===== src/rtl/mem_port_arbiter.sv =====
// Two-core arbiter for a single synchronous-read data-memory port.
// Each access takes one address cycle and one response cycle; contending cores alternate.
module mem_port_arbiter #(
    parameter int unsigned ADDR_W = 32,
    parameter int unsigned DATA_W = 32
) (
    input  logic              Clk,
    input  logic              Rst_n,

    input  logic              req_valid0,
    input  logic              req_write0,
    input  logic              req_half0,
    input  logic              req_byte0,
    input  logic [ADDR_W-1:0] req_addr0,
    input  logic [DATA_W-1:0] req_wdata0,

    input  logic              req_valid1,
    input  logic              req_write1,
    input  logic              req_half1,
    input  logic              req_byte1,
    input  logic [ADDR_W-1:0] req_addr1,
    input  logic [DATA_W-1:0] req_wdata1,

    output logic              stall0,
    output logic              stall1,
    output logic              resp_valid0,
    output logic              resp_valid1,
    output logic [DATA_W-1:0] resp_rdata0,
    output logic [DATA_W-1:0] resp_rdata1,

    output logic              mem_en,
    output logic              mem_we,
    output logic              mem_half,
    output logic              mem_byte,
    output logic [ADDR_W-1:0] mem_addr,
    output logic [DATA_W-1:0] mem_wdata,
    input  logic [DATA_W-1:0] mem_rdata
);

    typedef enum logic [1:0] {
        IDLE,
        ACCESS,
        RESP
    } state_t;

    state_t            state_q, state_d;
    logic              owner_q, owner_d;
    logic              prio_q, prio_d;
    logic              grant;
    logic              grant_core;

    logic              we_q;
    logic              half_q;
    logic              byte_q;
    logic [ADDR_W-1:0] addr_q;
    logic [DATA_W-1:0] wdata_q;

    logic              in_resp;

    always_comb begin
        state_d    = state_q;
        owner_d    = owner_q;
        prio_d     = prio_q;
        grant      = 1'b0;
        grant_core = 1'b0;
        unique case (state_q)
            IDLE: begin
                if (req_valid0 || req_valid1) begin
                    grant      = 1'b1;
                    grant_core = (req_valid0 && req_valid1) ? prio_q : req_valid1;
                end
            end
            ACCESS: begin
                state_d = RESP;
            end
            RESP: begin
                // The owner is being released this cycle, so only the other core may win.
                if (owner_q ? req_valid0 : req_valid1) begin
                    grant      = 1'b1;
                    grant_core = ~owner_q;
                end else begin
                    state_d = IDLE;
                end
            end
            default: begin
                state_d = IDLE;
            end
        endcase
        if (grant) begin
            state_d = ACCESS;
            owner_d = grant_core;
            prio_d  = ~grant_core;
        end
    end

    always_ff @(posedge Clk or negedge Rst_n) begin
        if (!Rst_n) begin
            state_q <= IDLE;
            owner_q <= 1'b0;
            prio_q  <= 1'b0;
            we_q    <= 1'b0;
            half_q  <= 1'b0;
            byte_q  <= 1'b0;
            addr_q  <= '0;
            wdata_q <= '0;
        end else begin
            state_q <= state_d;
            owner_q <= owner_d;
            prio_q  <= prio_d;
            if (grant) begin
                we_q    <= grant_core ? req_write1 : req_write0;
                half_q  <= grant_core ? req_half1  : req_half0;
                byte_q  <= grant_core ? req_byte1  : req_byte0;
                addr_q  <= grant_core ? req_addr1  : req_addr0;
                wdata_q <= grant_core ? req_wdata1 : req_wdata0;
            end
        end
    end

    assign mem_en    = (state_q == ACCESS);
    assign mem_we    = mem_en & we_q;
    assign mem_half  = half_q;
    assign mem_byte  = byte_q;
    assign mem_addr  = addr_q;
    assign mem_wdata = wdata_q;

    assign in_resp     = (state_q == RESP);
    assign resp_valid0 = in_resp & ~owner_q;
    assign resp_valid1 = in_resp &  owner_q;
    assign resp_rdata0 = resp_valid0 ? mem_rdata : '0;
    assign resp_rdata1 = resp_valid1 ? mem_rdata : '0;

    assign stall0 = req_valid0 & ~resp_valid0;
    assign stall1 = req_valid1 & ~resp_valid1;

endmodule

===== config.mk =====
export PLATFORM = sky130hd
export DESIGN_NAME = mem_port_arbiter
export DESIGN_NICKNAME = d
export VERILOG_FILES = /design/src/rtl/mem_port_arbiter.sv
export SDC_FILE = /design/constraint.sdc
export NUM_CORES = 1
export LEC_CHECK = 0
export CORE_MARGIN = 5
export CORE_UTILIZATION = 35
export CTS_CLUSTER_DIAMETER = 200
export CTS_CLUSTER_SIZE = 10
export DETAILED_ROUTE_END_ITERATION = 6
export GPL_ROUTABILITY_DRIVEN = 0
export PLACE_DENSITY = 0.82
export REMOVE_ABC_BUFFERS = 1
export SYNTH_ARGS = -nofsm -noshare
export SYNTH_HDL_FRONTEND = slang
export SYNTH_SLANG_ARGS = --single-unit

===== constraint.sdc =====
create_clock -name Clk -period 2.01 [get_ports Clk]
set_input_delay 0.402 -clock Clk [delete_from_list [all_inputs] [get_ports Clk]]
set_output_delay 0.402 -clock Clk [all_outputs]
set_load 0.005 [all_outputs]

==> impl_results.md, run 1 <==
* Commonest non-fill, non-tap cells in the layout: clkdlybuf4s50_1, inv_1, dfrtp_1
* Placed inst area at between 7000 and 8000 sq um
* YS warnings at 0
* Drt initial violations at 288
* Clk slew on worst S/H paths at 0.06 ns
* Critical R2R Launch: owner_q
* Power density over the cells at 1380 nW/um^2
* Met2 Track Usage GR at 45.2%
* Peak VDD IR at 0.000759 V
* Synth area leaders: dfrtp_1, a221o_1, o22ai_1
* Failing checks: setup timing
* Kind of critical path: flop to output port
* Clock share of power at 15.7%
* WL/cell at approximately 20 um
* Grt met3 use at 6.26%
* Max_slew headroom at a little over three fifths
* Syn Inst Count at 467
* Die Y at 119 um
* Port bufs at around 310
* Final min period at 2.06 ns
* Hold slack at 0.527 ns
* P&R area growth vs syn at 91.9%
* Start point of the critical path: owner_q
* Die Area at between 10,000 and 15,000 sq um
* Sequential power share at 25.3%
* Initial core utilization at 35.9%
* Vias per std cell at between 5 and 6
* IO Count at 306
* Drt pass-1 iters at 6
* CTS tree: done
* Number of global-route vias before repair at 5,148
* Grt peak-use layer: met2
* DP Wirelength at approximately 13,000 um
* Slowest CP cell: dfrtp_1
* # clock sinks at 71
* CP endpoint kind: output port
* Internal Power at 6.98 mW
* Crit path DAT at approximately 1.7 ns
* Fill cells at around 860
* Net Sw Power at 3.96 mW
* Sw frac at 36.2%
* Cell area after synthesis at between 4000 and 5000 sq um
* Leak Pwr at 3.54 nW
* GR Overflow Total at 0
* CP startpoint kind: flop
* Max stage delay on crit path at 0.38 ns
* H-tree depth at 3
* Combinational share of power at 58.9%
* Clock buffer count from CTS at 9
* Post-route DRC at 0
* Distinct cells, synth at 25
* Max Freq at 0.486 GHz
* Tightest Hold Check Type: input port to async pin
* Yosys top cell by area: dfrtp_1
* FF+latch count, synth at 71
* Final worst-path cycle share at 102%
* Worst Max-Slew Pin Slew at 0.553 ns
* RSZ-0062 raised after global routing: yes
* Row cnt at 39
* Commonest non-fill, non-tap cell in the layout: clkdlybuf4s50_1
* Routed WL at between 15,000 and 20,000 um
* Final Max Slew Viols at 0
* Core area at between 10,000 and 15,000 sq um
* Critical-path cell list: buf_6, nor3_4, buf_6, buf_12, buf_16, and2_1, buf_2
* Post-synth top area share at between 40% and 50%
* Die span in x at 119 um
* Status: finished, violations left
* Setup violators final at 13
* Data required, critical path at 1.61 ns
* Average size of a mapped cell at 8.85 sq um
* Clock latency on the worst-skew pair at 0.33 ns
* DR vias at 4,945
* CP Max Fanout at 8
* Largest net degree at the start of global routing at between 40 and 50
* Share of layout cells above drive strength 1 at between 20% and 30%
* Root buffer cell: clkbuf_16
* Clock skew at around 0.0052 ns
* Longest Clk Path Bufs at 2
* Antenna Nets Post-Route at 0
* CP most frequent cell: buf_6
* Diode count at 0
* Max_cap viols at 0
* PnR worst setup slack at -0.0485 ns
* Seq/Total Area, Yosys at a little over two fifths
* Initial antenna violation count at 0
* GRT Total Usage at 25.2%
* Final hold violation count at 0
* Final Instance Area at 7930 sq um
* Met1 Use GR at 28.4%
* Overall Power at 10.9 mW
* Final net count at 940
* First-pass GRT wire length at 28,500 um
[kinds of logic (layout without fill, tap and decap cells)]
group	Yosys count	after routing	share of synthesized area (%)
compound gates	141	141	27.9
simple gates	140	140	17.0
buf+inv	114	422	11.9
flops	71	71	43.0
mux	1	1	0.272
[worst max-delay path, delay by kind of cell (launching register included)]
family        cells  cell delay [ns]
flops             1             0.38
buf+inv           5             0.59
simple gates      2             0.34
[synth_stat cells (all sizes together)]
library cell and instances:
o22ai 67, a221o 67, nor2 2, a311oi 1
dfrtp 71, o21bai 2, nor3 3, a21oi 1
o211a 1, o21a 1, nand2 67, and2 65
nand2b 1, clkbuf 23, o21ba 1, nor2b 2
buf 20, inv 71, mux2 1
[what timing repair did]
item                                   CTS  global route
setup buffers                           15             0
hold buffers                             1             0
gates resized for setup                264            79
cloned                                   6             1
pin swaps                                9            16
endpoints found under the hold margin   16             0
setup endpoints to repair               70            68
[registers in the layout, summed over array words and instances, names as in the netlist]
| name | flops |
|---|---|
| mem_addr | 32 |
| mem_byte | 1 |
| mem_half | 1 |
| mem_wdata | 32 |
| owner_q | 1 |
| prio_q | 1 |
| state_q | 2 |
| we_q | 1 |
[per-layer routing]
layer / vias to the layer above / part of all wire (%)
li1: 2267 / -
met1: 2360 / 36
met2: 277 / 53
met3: 41 / 7.9
met4: 0 / 3.2
met5: - / 0
[layout make-up]
type	instances	area, sq um	area share, %
Timing Repair Buffer	335	3370	42.6
Multi-Input combinational cell	282	2000	25.2
Sequential cell	71	1780	22.4
Clock buffer	14	294	3.71
Inverter	71	269	3.39
Tap cell	143	179	2.26
Clock inverter	2	35.0	0.442
[final timing paths]
path | to | slack, ns | cells after the start
setup / recovery | resp_rdata0[29] | -0.05 | 7
hold / removal | mem_wdata[5] | 0.53 | 2
setup reg to reg | mem_addr[4] | 0.25 | 6
hold reg to reg | prio_q | 0.58 | 2
max in group asynchronous | mem_addr[11] | 0.89 | 3
min in group Clk | prio_q | 0.58 | 2
[power groups by stage]
stage	Sequential, mW	Clock (mW)	Combinational, mW
CTS	2.76	1.75	6.49
global route	2.88	1.81	6.97
finish	2.77	1.72	6.45
detailed placement	2.75	0	6.01
floorplan	2.87	0	2.52
global placement	2.72	0	5.85
[metrics by stage]
step	cells	setup slack, ns	utilization [%]	setup TNS [ns]
after floorplan	424	-2.15	-	-244.05
after global placement	888	0.00568	64.1	0
after detailed placement	888	-0.0409	64.1	-0.555
after CTS	926	-0.136	68.6	-1.17
after global routing	918	-0.130	68.9	-1.62
final	918	-0.0485	68.9	-0.255
No activity file was read; power rests on OpenSTA's default activity.
==> run 2, diff against run 1 <==
--- a/config.mk
+++ b/config.mk
@@ -11,7 +11,7 @@
 export CTS_CLUSTER_SIZE = 10
 export DETAILED_ROUTE_END_ITERATION = 6
 export GPL_ROUTABILITY_DRIVEN = 0
-export PLACE_DENSITY = 0.82
+export PLACE_DENSITY_LB_ADDON = 0.08
 export REMOVE_ABC_BUFFERS = 1
 export SYNTH_ARGS = -nofsm -noshare
 export SYNTH_HDL_FRONTEND = slang
==> run 2 against run 1 <==
Compared with the run above:
- the flow still finishes with violations (setup timing)
- count of clock-buffer cells in the layout down 4
- cell count up 0.33%
- utilization down 0.087 points
- worst setup slack worse by 0.0018 ns
- largest power group unchanged
- critical path type unchanged
- highest routed layer unchanged
- non-clock buffer count up 2
==> impl_results.md, run 2 (synthesis results as in run 1) <==
* Status: finished, violations left
* Failing checks: setup timing
* Inst Count DP at 887 (-0.11%)
* Final hold violation count at 0 (unchanged)
* Max_slew headroom at 67.0% (+3.8 points)
* Final min period at 2.06 ns (+0.00184 ns)
* Overall Power at 11.1 mW (+1.2%)
* Port bufs at 305 (unchanged)
* Antenna Nets Post-Route at 0 (unchanged)
* CP endpoint kind: output port
* Setup violators final at 14 (+1)
* Max Freq at 0.485 GHz (about the same)
* GRT Total Usage at 25.6% (+0.36 points)
* FF-to-FF End: mem_addr[26]
* Tightest Hold Check Type: input port to async pin
* Vias per std cell at 5.28 (-1.9%)
* Fin cells at 921 (+0.33%)
* Post-route DRC at 0 (unchanged)
* Final net count at 942 (+0.21%)
* Initial core utilization at 35.9% (unchanged)
* DP Wirelength at 13,200 um (+1.9%)
* FF-to-FF path depth at 6 (unchanged)
* Number of global-route vias before repair at 5,199 (+0.99%)
* Clock latency on the worst-skew pair at 0.33 ns (about the same)
* Longest Clk Path Bufs at 2 (unchanged)
* CTS tree: done
* Max_cap viols at 0 (unchanged)
* Reg-to-reg slack, setup at 0.23 ns (-0.02 ns)
* Die span in x at 119 um (unchanged)
* Clock buffer count from CTS at 9 (unchanged)
* Kind of critical path: flop to output port
* Fill cells at 922 (+7.3%)
* Drt pass-1 iters at 4 (-2)
* Crit path DAT at 1.66 ns (about the same)
* IO Count at 306 (unchanged)
* Commonest non-fill, non-tap cells in the layout: clkdlybuf4s50_1, inv_1, dfrtp_1
* Worst Max-Slew Pin Slew at 0.496 ns (-0.0575 ns)
* Root buffer cell: clkbuf_16
* PnR worst setup slack at -0.0503 ns (-0.00184 ns)
* Clock skew at 0.00881 ns (+0.00357 ns)
* Die Y at 119 um (unchanged)
* Data required, critical path at 1.61 ns (about the same)
* H-tree depth at 3 (unchanged)
* Clk slew on worst S/H paths at 0.06 ns (about the same)
* # clock sinks at 71 (unchanged)
* CP Max Fanout at 7 (-1)
* GR Overflow Total at 0 (unchanged)
* Critical R2R Launch: owner_q
* CP startpoint kind: flop
* Final worst-path cycle share at 103% (about the same)
* RSZ-0062 raised after global routing: yes
* P&R area growth vs syn at 91.6%
* Share of layout cells above drive strength 1 at 19.4% (-0.57 points)
* Routed WL at 19,000 um (+2.8%)
* Largest net degree at the start of global routing at 72 (+47%)
* Die Area at 14,100 sq um (unchanged)
* Final Max Slew Viols at 0 (unchanged)
* First-pass GRT wire length at 29,000 um (+1.8%)
* Row cnt at 39 (unchanged)
* DR vias at 4,866 (-1.6%)
* Peak VDD IR at 0.000708 V (-6.7%)
* Drt initial violations at 225 (-22%)
* WL/cell at 20.6 um (+2.5%)
* Leak Pwr at 3.52 nW (-0.46%)
* Core area at 11,500 sq um (unchanged)
* Power density over the cells at 1400 nW/um^2 (+1.3%)
* Commonest non-fill, non-tap cell in the layout: clkdlybuf4s50_1
* Initial antenna violation count at 1 (+1)
[run 2: area by class of cell]
class / instances / area (sq um) / share of cell area (%)
sequential: 71 / 1780 / 22.5
clock buffer: 10 / 229 / 2.89
inverter: 71 / 269 / 3.40
antenna: 1 / 2.50 / 0.0316
clock inverter: 6 / 85.1 / 1.07
timing repair buffer: 337 / 3400 / 43.0
multi-input combinational: 282 / 1970 / 24.9
tap: 143 / 179 / 2.26
[run 2: worst max path at each step]
stage                from  cells past startpoint         endpoint
2_1_floorplan  state_q[1]                      3      mem_addr[0]
3_3_place_gp   req_valid1                      3           stall1
3_5_place_dp   req_valid1                      5     mem_addr[26]
4_1_cts           owner_q                      8  resp_rdata0[11]
5_1_grt        state_q[1]                      7  resp_rdata0[25]
6_report       state_q[1]                      7  resp_rdata0[24]
[run 2: metrics by stage]
step                util (%)  hold WS, ns  instance area, sq um  setup TNS, ns  setup WS (ns)
floorplan                  -        0.106                  3910        -244.05          -2.15
global placement        64.4        0.393                  7410          -1.71        -0.0540
detailed placement      64.4        0.397                  7410          -2.91        -0.0857
CTS                     68.9       0.0416                  7940          -2.37         -0.136
global route            68.8       0.0636                  7920          -2.06         -0.113
finish                  68.8       0.0313                  7920         -0.541        -0.0503
[run 2: critical path, stage by stage (launching register included)]
cell	delay, ns
dfrtp_2	0.44
inv_4	0.07
nor3_4	0.22
buf_6	0.15
buf_8	0.12
buf_12	0.11
and2_4	0.14
buf_6	0.08
[run 2: report_power, final]
part | leakage [nW] | switching (mW) | internal [mW] | total, mW
clock | 0.148 | 0.623 | 1.08 | 1.71
combinational | 2.52 | 2.80 | 3.79 | 6.59
sequential | 0.859 | 0.595 | 2.18 | 2.78
total | 3.52 | 4.02 | 7.05 | 11.1
[run 2: routing by layer]
metal | wire [um] | track usage [%] | up-vias
li1 | - | - | 2266
met4 | 735 | 8.47 | 0
met2 | 9800 | 46.5 | 245
met1 | 6810 | 28.0 | 2311
met3 | 1620 | 8.55 | 44
met5 | 0 | 0 | -
[run 2: what timing repair did]
action / 4_1_cts / 5_1_grt
setup buffers: 14 / 3
endpoints found under the setup margin: 137 / 68
hold buffers: 0 / 0
gates resized for setup: 227 / 92
pin swaps: 18 / 12
gates cloned: 5 / 1
